[src/rtl/noc_local_if.sv]
// Local-port adapter between a processing element and its mesh router.
// Injection and ejection FIFOs, loopback for self-addressed offers, transfer counters and a sticky misroute flag.
module noc_local_if #(
    parameter int X_COORD       = 0,
    parameter int Y_COORD       = 0,
    parameter int PACKET_LENGTH = 32,
    parameter int COORD_W       = 4,
    parameter int TX_DEPTH      = 4,
    parameter int RX_DEPTH      = 4,
    localparam int PW           = PACKET_LENGTH - 4*COORD_W
) (
    input  logic                     clk,
    input  logic                     arst,
    input  logic                     tx_valid,
    output logic                     tx_ready,
    input  logic [COORD_W-1:0]       tx_dest_x,
    input  logic [COORD_W-1:0]       tx_dest_y,
    input  logic signed [PW-1:0]     tx_payload,
    output logic [PACKET_LENGTH-1:0] inj_packet,
    output logic                     inj_valid,
    input  logic                     inj_reading,
    input  logic [PACKET_LENGTH-1:0] ej_packet,
    input  logic                     ej_valid,
    output logic                     ej_is_read,
    output logic                     rx_valid,
    input  logic                     rx_ready,
    output logic [COORD_W-1:0]       rx_src_x,
    output logic [COORD_W-1:0]       rx_src_y,
    output logic signed [PW-1:0]     rx_payload,
    output logic [15:0]              inj_count,
    output logic [15:0]              ej_count,
    output logic                     err_misroute
);

    localparam int TX_AW = (TX_DEPTH > 1) ? $clog2(TX_DEPTH) : 1;
    localparam int RX_AW = (RX_DEPTH > 1) ? $clog2(RX_DEPTH) : 1;
    localparam int TX_CW = $clog2(TX_DEPTH + 1);
    localparam int RX_CW = $clog2(RX_DEPTH + 1);
    localparam int DX_HI = PACKET_LENGTH - 1;
    localparam int DY_HI = PACKET_LENGTH - 1 - COORD_W;
    localparam int SX_HI = PACKET_LENGTH - 1 - 2*COORD_W;
    localparam int SY_HI = PACKET_LENGTH - 1 - 3*COORD_W;

    localparam logic [COORD_W-1:0] OWN_X    = COORD_W'(X_COORD);
    localparam logic [COORD_W-1:0] OWN_Y    = COORD_W'(Y_COORD);
    localparam logic [TX_AW-1:0]   TX_LAST  = TX_AW'(TX_DEPTH - 1);
    localparam logic [RX_AW-1:0]   RX_LAST  = RX_AW'(RX_DEPTH - 1);
    localparam logic [TX_CW-1:0]   TX_FULLC = TX_CW'(TX_DEPTH);
    localparam logic [RX_CW-1:0]   RX_FULLC = RX_CW'(RX_DEPTH);

    logic [PACKET_LENGTH-1:0] tx_mem_q [TX_DEPTH];
    logic [PACKET_LENGTH-1:0] tx_mem_d [TX_DEPTH];
    logic [PACKET_LENGTH-1:0] rx_mem_q [RX_DEPTH];
    logic [PACKET_LENGTH-1:0] rx_mem_d [RX_DEPTH];
    logic [TX_AW-1:0] tx_wr_q, tx_wr_d, tx_rd_q, tx_rd_d;
    logic [RX_AW-1:0] rx_wr_q, rx_wr_d, rx_rd_q, rx_rd_d;
    logic [TX_CW-1:0] tx_cnt_q, tx_cnt_d;
    logic [RX_CW-1:0] rx_cnt_q, rx_cnt_d;
    logic [15:0]      inj_count_q, inj_count_d, ej_count_q, ej_count_d;
    logic             err_q, err_d;

    logic                     tx_self, tx_full, rx_full;
    logic                     tx_push, tx_pop, lb_push, rx_push, rx_pop, ej_wrong;
    logic [PACKET_LENGTH-1:0] tx_pkt, rx_wdata, rx_head;

    // Handshakes: a transfer happens on a rising edge where valid and the
    // accepting side's ready/read are both high; ready never depends on valid.
    assign tx_self  = (tx_dest_x == OWN_X) && (tx_dest_y == OWN_Y);
    assign tx_pkt   = {tx_dest_x, tx_dest_y, OWN_X, OWN_Y, tx_payload};
    assign tx_full  = (tx_cnt_q == TX_FULLC);
    assign rx_full  = (rx_cnt_q == RX_FULLC);

    // Loopback yields to a pending ejection so the RX write port is never contended.
    assign tx_ready = !arst && (tx_self ? (!rx_full && !ej_valid) : !tx_full);
    assign tx_push  = tx_valid && tx_ready && !tx_self;
    assign lb_push  = tx_valid && tx_ready && tx_self;

    assign inj_valid  = (tx_cnt_q != '0);
    assign inj_packet = inj_valid ? tx_mem_q[tx_rd_q] : '0;
    assign tx_pop     = inj_valid && inj_reading;

    assign ej_is_read = !arst && ej_valid && !rx_full;
    assign rx_push    = ej_is_read || lb_push;
    assign rx_wdata   = ej_is_read ? ej_packet : tx_pkt;
    assign ej_wrong   = (ej_packet[DX_HI -: COORD_W] != OWN_X) ||
                        (ej_packet[DY_HI -: COORD_W] != OWN_Y);

    assign rx_valid   = (rx_cnt_q != '0);
    assign rx_head    = rx_valid ? rx_mem_q[rx_rd_q] : '0;
    assign rx_pop     = rx_valid && rx_ready;
    assign rx_src_x   = rx_head[SX_HI -: COORD_W];
    assign rx_src_y   = rx_head[SY_HI -: COORD_W];
    assign rx_payload = rx_head[PW-1:0];

    assign inj_count    = inj_count_q;
    assign ej_count     = ej_count_q;
    assign err_misroute = err_q;

    always_comb begin
        tx_mem_d = tx_mem_q;
        tx_wr_d  = tx_wr_q;
        tx_rd_d  = tx_rd_q;
        tx_cnt_d = tx_cnt_q;
        if (tx_push) begin
            tx_mem_d[tx_wr_q] = tx_pkt;
            tx_wr_d = (tx_wr_q == TX_LAST) ? '0 : tx_wr_q + 1'b1;
        end
        if (tx_pop) begin
            tx_rd_d = (tx_rd_q == TX_LAST) ? '0 : tx_rd_q + 1'b1;
        end
        case ({tx_push, tx_pop})
            2'b10:   tx_cnt_d = tx_cnt_q + 1'b1;
            2'b01:   tx_cnt_d = tx_cnt_q - 1'b1;
            default: tx_cnt_d = tx_cnt_q;
        endcase
    end

    always_comb begin
        rx_mem_d = rx_mem_q;
        rx_wr_d  = rx_wr_q;
        rx_rd_d  = rx_rd_q;
        rx_cnt_d = rx_cnt_q;
        if (rx_push) begin
            rx_mem_d[rx_wr_q] = rx_wdata;
            rx_wr_d = (rx_wr_q == RX_LAST) ? '0 : rx_wr_q + 1'b1;
        end
        if (rx_pop) begin
            rx_rd_d = (rx_rd_q == RX_LAST) ? '0 : rx_rd_q + 1'b1;
        end
        case ({rx_push, rx_pop})
            2'b10:   rx_cnt_d = rx_cnt_q + 1'b1;
            2'b01:   rx_cnt_d = rx_cnt_q - 1'b1;
            default: rx_cnt_d = rx_cnt_q;
        endcase
    end

    always_comb begin
        inj_count_d = tx_pop     ? inj_count_q + 16'd1 : inj_count_q;
        ej_count_d  = ej_is_read ? ej_count_q + 16'd1  : ej_count_q;
        err_d       = err_q || (ej_is_read && ej_wrong);
    end

    // Storage is qualified by the occupancy counts, so it needs no reset.
    always_ff @(posedge clk) begin
        tx_mem_q <= tx_mem_d;
        rx_mem_q <= rx_mem_d;
    end

    always_ff @(posedge clk or posedge arst) begin
        if (arst) begin
            tx_wr_q     <= '0;
            tx_rd_q     <= '0;
            tx_cnt_q    <= '0;
            rx_wr_q     <= '0;
            rx_rd_q     <= '0;
            rx_cnt_q    <= '0;
            inj_count_q <= '0;
            ej_count_q  <= '0;
            err_q       <= 1'b0;
        end else begin
            tx_wr_q     <= tx_wr_d;
            tx_rd_q     <= tx_rd_d;
            tx_cnt_q    <= tx_cnt_d;
            rx_wr_q     <= rx_wr_d;
            rx_rd_q     <= rx_rd_d;
            rx_cnt_q    <= rx_cnt_d;
            inj_count_q <= inj_count_d;
            ej_count_q  <= ej_count_d;
            err_q       <= err_d;
        end
    end

endmodule

[config.mk]
export PLATFORM = sky130hd
export DESIGN_NAME = noc_local_if
export DESIGN_NICKNAME = d
export VERILOG_FILES = /design/src/rtl/noc_local_if.sv
export SDC_FILE = /design/constraint.sdc
export NUM_CORES = 1
export LEC_CHECK = 0
export CAP_MARGIN = 20
export CORE_MARGIN = 2
export CORE_UTILIZATION = 49
export DETAILED_ROUTE_END_ITERATION = 10
export GPL_TIMING_DRIVEN = 1
export HOLD_SLACK_MARGIN = 0.06
export MAX_ROUTING_LAYER = met4
export PLACE_DENSITY = 0.77
export SYNTH_ARGS = -nofsm -noshare
export SYNTH_HDL_FRONTEND = slang
export SYNTH_SLANG_ARGS = --single-unit
[constraint.sdc]
create_clock -name clk -period 2.34 [get_ports clk]
set_input_delay 0.234 -clock clk [delete_from_list [all_inputs] [get_ports clk]]
set_output_delay 0.234 -clock clk [all_outputs]
set_load 0.05 [all_outputs]
# Word level (Yosys, flattened, before mapping)
# Cells that the tools add are included.
# classes
n_addsub	10
magnitude_cmp	6
n_eq_ne	10
mux	22
n_bitwise	4
n_reduce_logical	29
# ops
cell	count
128-bit bitwise mux	2
32-bit 2-to-1 mux	6
32-bit binary-select mux with 2-bit select	2
32-bit demux with 2-bit select	2
24-bit 2-to-1 mux	3
16-bit by 1-bit adder with 16-bit output, second input constant	2
1-bit logical AND	13
2-bit == test, second input constant	6
3-bit greater-or-equal comparator, second input constant	4
2-bit inverter with 3-bit output	4
3-bit case mux with 2 select lines	2
2-bit by 1-bit adder with 2-bit output, second input constant	4
4-bit zero test	2
2-bit 2-to-1 mux	4
4-bit nonzero test	2
3-bit by 1-bit adder with 3-bit output, second input constant	2
3-bit == test, second input constant	2
3-bit by 1-bit < comparator with 1-bit output, second input constant	2
3-bit nonzero test	2
3-bit by 1-bit subtractor with 3-bit output, second input constant	2
1-bit zero test	5
2-bit by 1-bit == test with 1-bit output, second input constant	2
2-bit nonzero test	2
1-bit logical OR	3
1-bit 2-to-1 mux	1
# totals
regBits	303
output_inout_bits	93
elab_cells	98

# Logic depth before layout (Yosys ltp)
# Gate-level depths: netlist (run 1).
# logic_depth
word_depth	10
ltp_mapped	11

# Least setup slack after synthesis (run 1)
# No wires, ideal clock.
# synth_timing
path_kind	input to register
start	input arst
end	register tx_mem_q[0] (netlist name), enable pin
setup_ps	383
arrival_ps	2433
required_time_ps	1957
slack_ps	-476
stages	4
n_path_buf	1
cell_sequence	inv_1 and4_1 clkbuf_1 and2_1
# synth_via
elab_chain_len	4
# synth_lines
element	line_no	source
start: declaration	13	input logic arst,
1-bit zero test (no line)	n/a	
1-bit logical AND	74	assign tx_ready = !arst && (tx_self ? (!rx_full && !ej_valid) : !tx_full);
1-bit logical AND (2 in series)	75	assign tx_push = tx_valid && tx_ready && !tx_self;
end signal: assignment	145	tx_mem_q <= tx_mem_d;
end: declaration	51	logic [PACKET_LENGTH-1:0] tx_mem_q [TX_DEPTH];
# Every way passes these cells.
# A chain may end at the register's enable or synchronous reset.

# Worst setup path in the final report (run 1)
# layout_timing
start	register tx_rd_q[0]
end	output inj_packet[10]
# layout_via
elab_chain_len	5
# layout_lines
element	line_no	source
start: declaration	55	logic [TX_AW-1:0] tx_wr_q, tx_wr_d, tx_rd_q, tx_rd_d;
start signal: assignment	162	tx_rd_q <= tx_rd_d;
2-bit inverter with 3-bit output (not written as such)	79	assign inj_packet = inj_valid ? tx_mem_q[tx_rd_q] : '0;
32-bit binary-select mux with 2-bit select	79	
32-bit 2-to-1 mux (not written as such) (2 in series)	79	
32-bit 2-to-1 mux	79	
end: declaration	19	output logic [PACKET_LENGTH-1:0] inj_packet,
# Every way passes these cells. The select of a mux whose other input is x is not followed.

==> flow_summary_export.csv, run 1 <==
group,metric,value,unit
critical_path,worstPathCellList,"clkbuf_16, mux4_2, and2_1, buf_6",
power_and_ir_drop,total_power,17000,uW
critical_path,crit_arrival,2060,ps
yosys,async_reset_ff_share,19.7,%
detailed_routing,drt_first_pass_iters,5,
sta,fin_worst_skew,10.1,ps
critical_path,startpoint_type,"flip-flop",
clocking,cts.clk_slew.worst_paths,60,ps
detailed_routing,ant_nets,0,
clocking,holdBufCountCts,0,
global_route,grt_pass1_wl,31900,um
floorplan,die_y,146,um
critical_path,critPathSlowestCell,"dfrtp_2",
power_and_ir_drop,power_frac_comb,45.0,%
floorplan,coreArea,20100,um2
sta,rsz0062_at_grt,"true",
placement,port_buffers,146,
cells_and_area,design_area,12900,um2
yosys,synth_top_area_share,58.0,%
cells_and_area,antenna_cells,0,
critical_path,cp-end-kind,"primary output",
floorplan,start_util,49.5,%
cells_and_area,syn2layout_area_growth,29.6,%
yosys,ys_seq_elements,239,
yosys,yosysTopAreaCell,"edfxtp_1",
clocking,htreeDepth,1,
cells_and_area,layout_commonest_cell,"edfxtp_1",
power_and_ir_drop,cellPowerDensity,1320,nW/um2
detailed_routing,wl,20400,um
cells_and_area,nNetsFinal,826,
detailed_routing,vias,5550,
sta,setup_viol,0,
yosys,ys_warn_count,0,
global_route,first_global_vias,5865,
yosys,synth.area.top_cells,"edfxtp_1, dfrtp_1, mux4_2, and2_1, mux2_2",
yosys,yosys.cell_types.count,38,
sta,slew_violations,0,
floorplan,rows,52,
global_route,grt.overflow.total,0,
power_and_ir_drop,power.leakage,0.00475,uW
power_and_ir_drop,seqPwrFrac,33.2,%
placement,place_congestion,0.778,
sta,fmax,0.437,GHz
critical_path,path_max_fanout,6,
cells_and_area,final_cell_mix,"edfxtp_1, clkdlybuf4s50_1, and2_1, mux4_2, dfrtp_1",
detailed_routing,drc,0,
yosys,synth_edf_count,192,
global_route,grt_use_total,19.5,%
power_and_ir_drop,clkPwrFrac,21.8,%
floorplan,ios,155,
sta,finalCritPeriodShare,97.9,%
yosys,synth_area,9950,um2
outcome,status,"complete, no violations",
sta,worst_pin_slew,516,ps
sta,max-slew-margin-rel,65.5,%
clocking,cts_buffers,24,
power_and_ir_drop,ir_worst_vdd,0.000924,V
critical_path,path_class,"reg2out",
sta,hold_violations,0,
critical_path,crit_required,2110,ps
clocking,insertion_delay,500,ps
yosys,synth-seq-area-share,69.8,%
critical_path,max_stage_delay,500,ps
sta,fin_crit,2290,ps
placement,dp_slack,-458,ps
placement,hpwl,13200,um
detailed_routing,drt-initial-drc-count,274,
power_and_ir_drop,switchingPower,6440,uW
global_route,antenna_found_initial,0,
detailed_routing,wl_per_cell,19.7,um
hold_path,hp-class,"in2reg",
power_and_ir_drop,netSwitchingFraction,37.9,%
yosys,avgSynthCellArea,17.7,um2
job,cap_violations,0,
sta,setup_ws,50.2,ps
floorplan,die_w,146,um
clocking,cts-root-buf,"clkbuf_16",
cells_and_area,nFillCells,1400,
clocking,clock_sinks,239,
cells_and_area,fin_util,64.1,%
floorplan,die_area,21500,um2
global_route,grt_max_degree,26,
clocking,clockBufferDepth,3,
clocking,cts_tree,"built",
yosys,ys.flop_type,"edfxtp_1",
yosys,syn-instance-count,562,
cells_and_area,drive_gt1_share,27.7,%
placement,dpl_cell_area,11900,um2
power_and_ir_drop,p_int,10500,uW
detailed_routing,via_per_inst,5.36,
==> per-layer routing <==
layer	global-route usage (%)	vias up	routed length [um]
li1	-	2481	-
met1	25.1	2868	8550
met2	32.6	168	10400
met3	3.28	33	1040
met4	5.10	0	398
met5	-	-	0
==> per-stage QoR <==
stage / cells / setup TNS [ps] / hold WS (ps)
2_1_floorplan: 569 / -176 / 264
3_3_place_gp: 988 / -26120 / 440
3_5_place_dp: 988 / -26650 / 447
4_1_cts: 1032 / -7.05 / 260
5_1_grt: 1036 / -55.5 / 70.2
6_report: 1036 / 0 / 75.3
==> flip-flops by register name, summed over array words and instances (netlist names) <==
signal,cells
rx_rd_q,2
rx_mem_q,96
rx_cnt_q,3
rx_wr_q,2
tx_rd_q,2
tx_wr_q,2
tx_cnt_q,3
err_misroute,1
inj_count,16
ej_count,16
tx_mem_q,96
==> synthesized netlist by cell type (all sizes together) (3+ instances only) <==
cell type / count
buf: 20
inv: 17
xor2: 17
mux4: 48
mux2i: 3
nand2: 25
nand3: 11
and3: 9
nor3: 6
nand4: 6
dfrtp: 47
ha: 14
nor2: 13
xnor2: 19
clkbuf: 9
a21o: 3
and2: 57
and4: 6
edfxtp: 192
mux2: 22
nor4: 6
==> final cells by class <==
cell class                      instances  area, um2  share of cell area, %
Sequential cell                       239       6940                   53.9
Multi-Input combinational cell        284       2840                   22.1
Timing Repair Buffer                  182       1930                   14.9
Clock buffer                           27        633                   4.91
Tap cell                              270        338                   2.62
Clock inverter                         17        134                   1.04
Inverter                               17       72.6                  0.563
==> cell families after synthesis <==
group | after synthesis | synth area share, %
AND/OR/NAND/NOR | 147 | 8.63
flip-flops | 239 | 69.8
other | 1 | 0.0377
buffers and inverters | 46 | 2.25
multiplexers | 73 | 13.7
adder cells (fa/ha/maj) | 16 | 2.16
XOR/XNOR | 36 | 3.17
AO/OA/AOI/OAI | 4 | 0.314
==> power groups by stage <==
stage | combinational, uW | clock, uW | sequential [uW]
5_1_grt | 8020 | 3960 | 5700
2_1_floorplan | 4710 | 0 | 5910
6_report | 7630 | 3700 | 5640
3_5_place_dp | 7170 | 0 | 5680
3_3_place_gp | 7040 | 0 | 5630
4_1_cts | 7320 | 3780 | 5610
==> worst paths after layout <==
check / startpoint / to / slack (ps) / depth (start not counted)
max in group asynchronous: arst / rx_rd_q[0]$_DFFE_PP0P_ / 1820 / 3
min in group asynchronous: arst / ej_count[8]$_DFFE_PP0N_ / 260 / 3
worst max-delay path: tx_rd_q[0]$_DFFE_PP0P_ / inj_packet[10] / 50 / 4
worst max register to register: rx_cnt_q[0]$_DFFE_PP0P_ / rx_cnt_q[2]$_DFFE_PP0P_ / 160 / 10
worst min-delay path: tx_dest_y[1] / tx_mem_q[89]$_DFFE_PP_ / 80 / 1
worst min register to register: err_misroute$_DFF_PP0_ / err_misroute$_DFF_PP0_ / 460 / 1
==> worst max-delay path, delay by kind of cell, from the launching register on <==
family	cells	cell delay, ps
flops	1	500
buf+inv	2	360
mux	1	500
simple gates	1	190
==> repair_timing <==
| item | 4_1_cts | 5_1_grt |
|---|---|---|
| gates resized for setup | 14 | 36 |
| hold endpoints to repair | 0 | 0 |
| cloned | 0 | 2 |
| pin swaps | 0 | 3 |
| buffers inserted | 0 | 2 |
| setup endpoints to repair | 23 | 45 |
(Power assumes the default switching activity.)
==> inputs of run 2 (changes only) <==
--- a/config.mk
+++ b/config.mk
@@ -7,12 +7,14 @@
 export LEC_CHECK = 0
 export CAP_MARGIN = 20
 export CORE_MARGIN = 2
-export CORE_UTILIZATION = 49
+export CORE_UTILIZATION = 55
 export DETAILED_ROUTE_END_ITERATION = 10
+export DONT_BUFFER_PORTS = 1
 export GPL_TIMING_DRIVEN = 1
 export HOLD_SLACK_MARGIN = 0.06
 export MAX_ROUTING_LAYER = met4
-export PLACE_DENSITY = 0.77
+export PLACE_DENSITY = 0.73
+export SLEW_MARGIN = 30
 export SYNTH_ARGS = -nofsm -noshare
 export SYNTH_HDL_FRONTEND = slang
 export SYNTH_SLANG_ARGS = --single-unit
==> run 2 against run 1 <==
Effect of this change:
- power shrank 2.4%
- global-route usage grew 2.4 points
- largest power group unchanged
- largest cell class unchanged
- fmax grew 0.76%
- sequential cell count is the same
- setup slack gained 17 ps
- first-iteration DRC count grew 2.6%
==> flow_summary_export.csv, run 2 (synthesized netlist as in run 1, its figures left out) <==
group,metric,value,unit
outcome,status,"complete, no violations",
sta,setup_viol,0,
sta,fin_hold_ws,82.3,ps
detailed_routing,drc,0,
detailed_routing,via_per_inst,5.70,
sta,fmax,0.440,GHz
cells_and_area,drive_gt1_share,28.9,%
clocking,htreeDepth,1,
sta,fin_crit,2270,ps
cells_and_area,nNetsFinal,783,
cells_and_area,syn2layout_area_growth,23.6,%
detailed_routing,ant_nets,0,
sta,slew_violations,0,
floorplan,coreArea,17800,um2
floorplan,die_area,19200,um2
cells_and_area,fin_util,68.9,%
floorplan,ios,155,
cells_and_area,final_cell_mix,"edfxtp_1, buf_4, and2_1, dlygate4sd3_1, mux4_2",
clocking,clockBufferDepth,3,
critical_path,reg2reg_slack,110,ps
detailed_routing,drt-initial-drc-count,281,
cells_and_area,design_area,12300,um2
placement,dpl_cell_area,10800,um2
critical_path,crit_required,2110,ps
sta,worst_pin_slew,598,ps
power_and_ir_drop,power.leakage,0.00457,uW
cells_and_area,reg_top3,"rx_mem_q: 96 flops, tx_mem_q: 96 flops",
clocking,cts-root-buf,"clkbuf_16",
detailed_routing,wl_per_cell,21.4,um
critical_path,startpoint_type,"flip-flop",
power_and_ir_drop,total_power,16600,uW
global_route,first_global_vias,5853,
detailed_routing,wl,20400,um
cells_and_area,nFillCells,1160,
critical_path,path_class,"reg2out",
global_route,antenna_found_initial,1,
global_route,grt_use_total,21.9,%
critical_path,cp-end-kind,"primary output",
job,cap_violations,0,
power_and_ir_drop,ir_worst_vdd,0.000871,V
hold_path,hp-class,"in2reg",
detailed_routing,drt_first_pass_iters,4,
global_route,grt.overflow.total,0,
global_route,grt_pass1_wl,31700,um
clocking,cts_buffers,25,
sta,max-slew-margin-rel,60.1,%
critical_path,path_max_fanout,14,
floorplan,start_util,55.8,%
clocking,cts_tree,"built",
cells_and_area,layout_commonest_cell,"edfxtp_1",
sta,finalCritPeriodShare,97.1,%
placement,place_congestion,0.770,
sta,hold_violations,0,
detailed_routing,vias,5430,
clocking,clock_sinks,239,
sta,tns,0,ps
placement,hpwl,12800,um
clocking,insertion_delay,510,ps
clocking,cts.clk_slew.worst_paths,60,ps
floorplan,die_w,138,um
floorplan,rows,49,
placement,port_buffers,0,
floorplan,die_y,138,um
power_and_ir_drop,cellPowerDensity,1350,nW/um2
critical_path,crit_arrival,2040,ps
sta,fin_worst_skew,6.77,ps
global_route,grt_max_degree,28,
[run 2: cell types whose count changed in the layout (fill, tap and decap cells not counted), moves of 5 or more]
cell / delta
and2_1: +7
buf_12: -5
buf_6: -32
clkdlybuf4s50_1: -93
dlygate4sd3_1: +54
and2_4: -7
clkinv_1: -5
buf_4: +34
[run 2: critical path, stage by stage (launching register included)]
cell and delay [ps]:
dfrtp_2 440, buf_12 190, mux4_2 520, and2_1 180
buf_4 190
[run 2: final cells by class]
cell class	instances	area (um2)	share of cell area, %
multi-input combinational	284	2820	23.0
clock buffer	28	657	5.34
tap	229	287	2.33
timing repair buffer	138	1310	10.7
inverter	17	72.6	0.590
antenna	1	2.50	0.0204
clock inverter	17	196	1.60
sequential	239	6940	56.5
[run 2: routing by layer]
metal / vias to the layer above / global-route usage, % / part of all wire [%]
met3: 35 / 4.71 / 7.0
met4: 0 / 5.96 / 1.8
li1: 2409 / - / -
met5: - / - / 0
met1: 2781 / 27.5 / 40
met2: 205 / 36.7 / 51
[run 2: metrics by stage]
step | setup slack [ps] | cells
finish | 67.3 | 953
global route | -6.57 | 953
CTS | 9.02 | 950
detailed placement | 87.2 | 851
global placement | 148 | 851
floorplan | -160 | 569
[run 2: worst paths after layout]
path                                         start  cells past startpoint                   endpoint
setup / recovery            tx_rd_q[0]$_DFFE_PP0P_                      4             inj_packet[30]
hold / removal                         inj_reading                      3  inj_count[10]$_DFFE_PP0P_
setup reg to reg           rx_cnt_q[0]$_DFFE_PP0P_                     10    rx_cnt_q[2]$_DFFE_PP0P_
hold reg to reg            rx_cnt_q[2]$_DFFE_PP0P_                      1    rx_cnt_q[2]$_DFFE_PP0P_
max in group asynchronous                     arst                      3     rx_rd_q[0]$_DFFE_PP0P_
min in group asynchronous                     arst                      3    tx_cnt_q[2]$_DFFE_PP0P_
[run 2: repair_timing]
| action | in CTS | in global routing |
|---|---|---|
| hold endpoints to repair | 247 | 0 |
| setup buffers | 0 | 0 |
| gates resized for setup | 0 | 5 |
| setup endpoints to repair | 0 | 12 |
| hold buffers | 54 | 0 |
[run 2: power breakdown]
part           internal [uW]  switching, uW  total, uW
logic                   2490           4430       6920
registers               5250            346       5590
clock network           2460           1580       4040
total                  10200           6360      16600
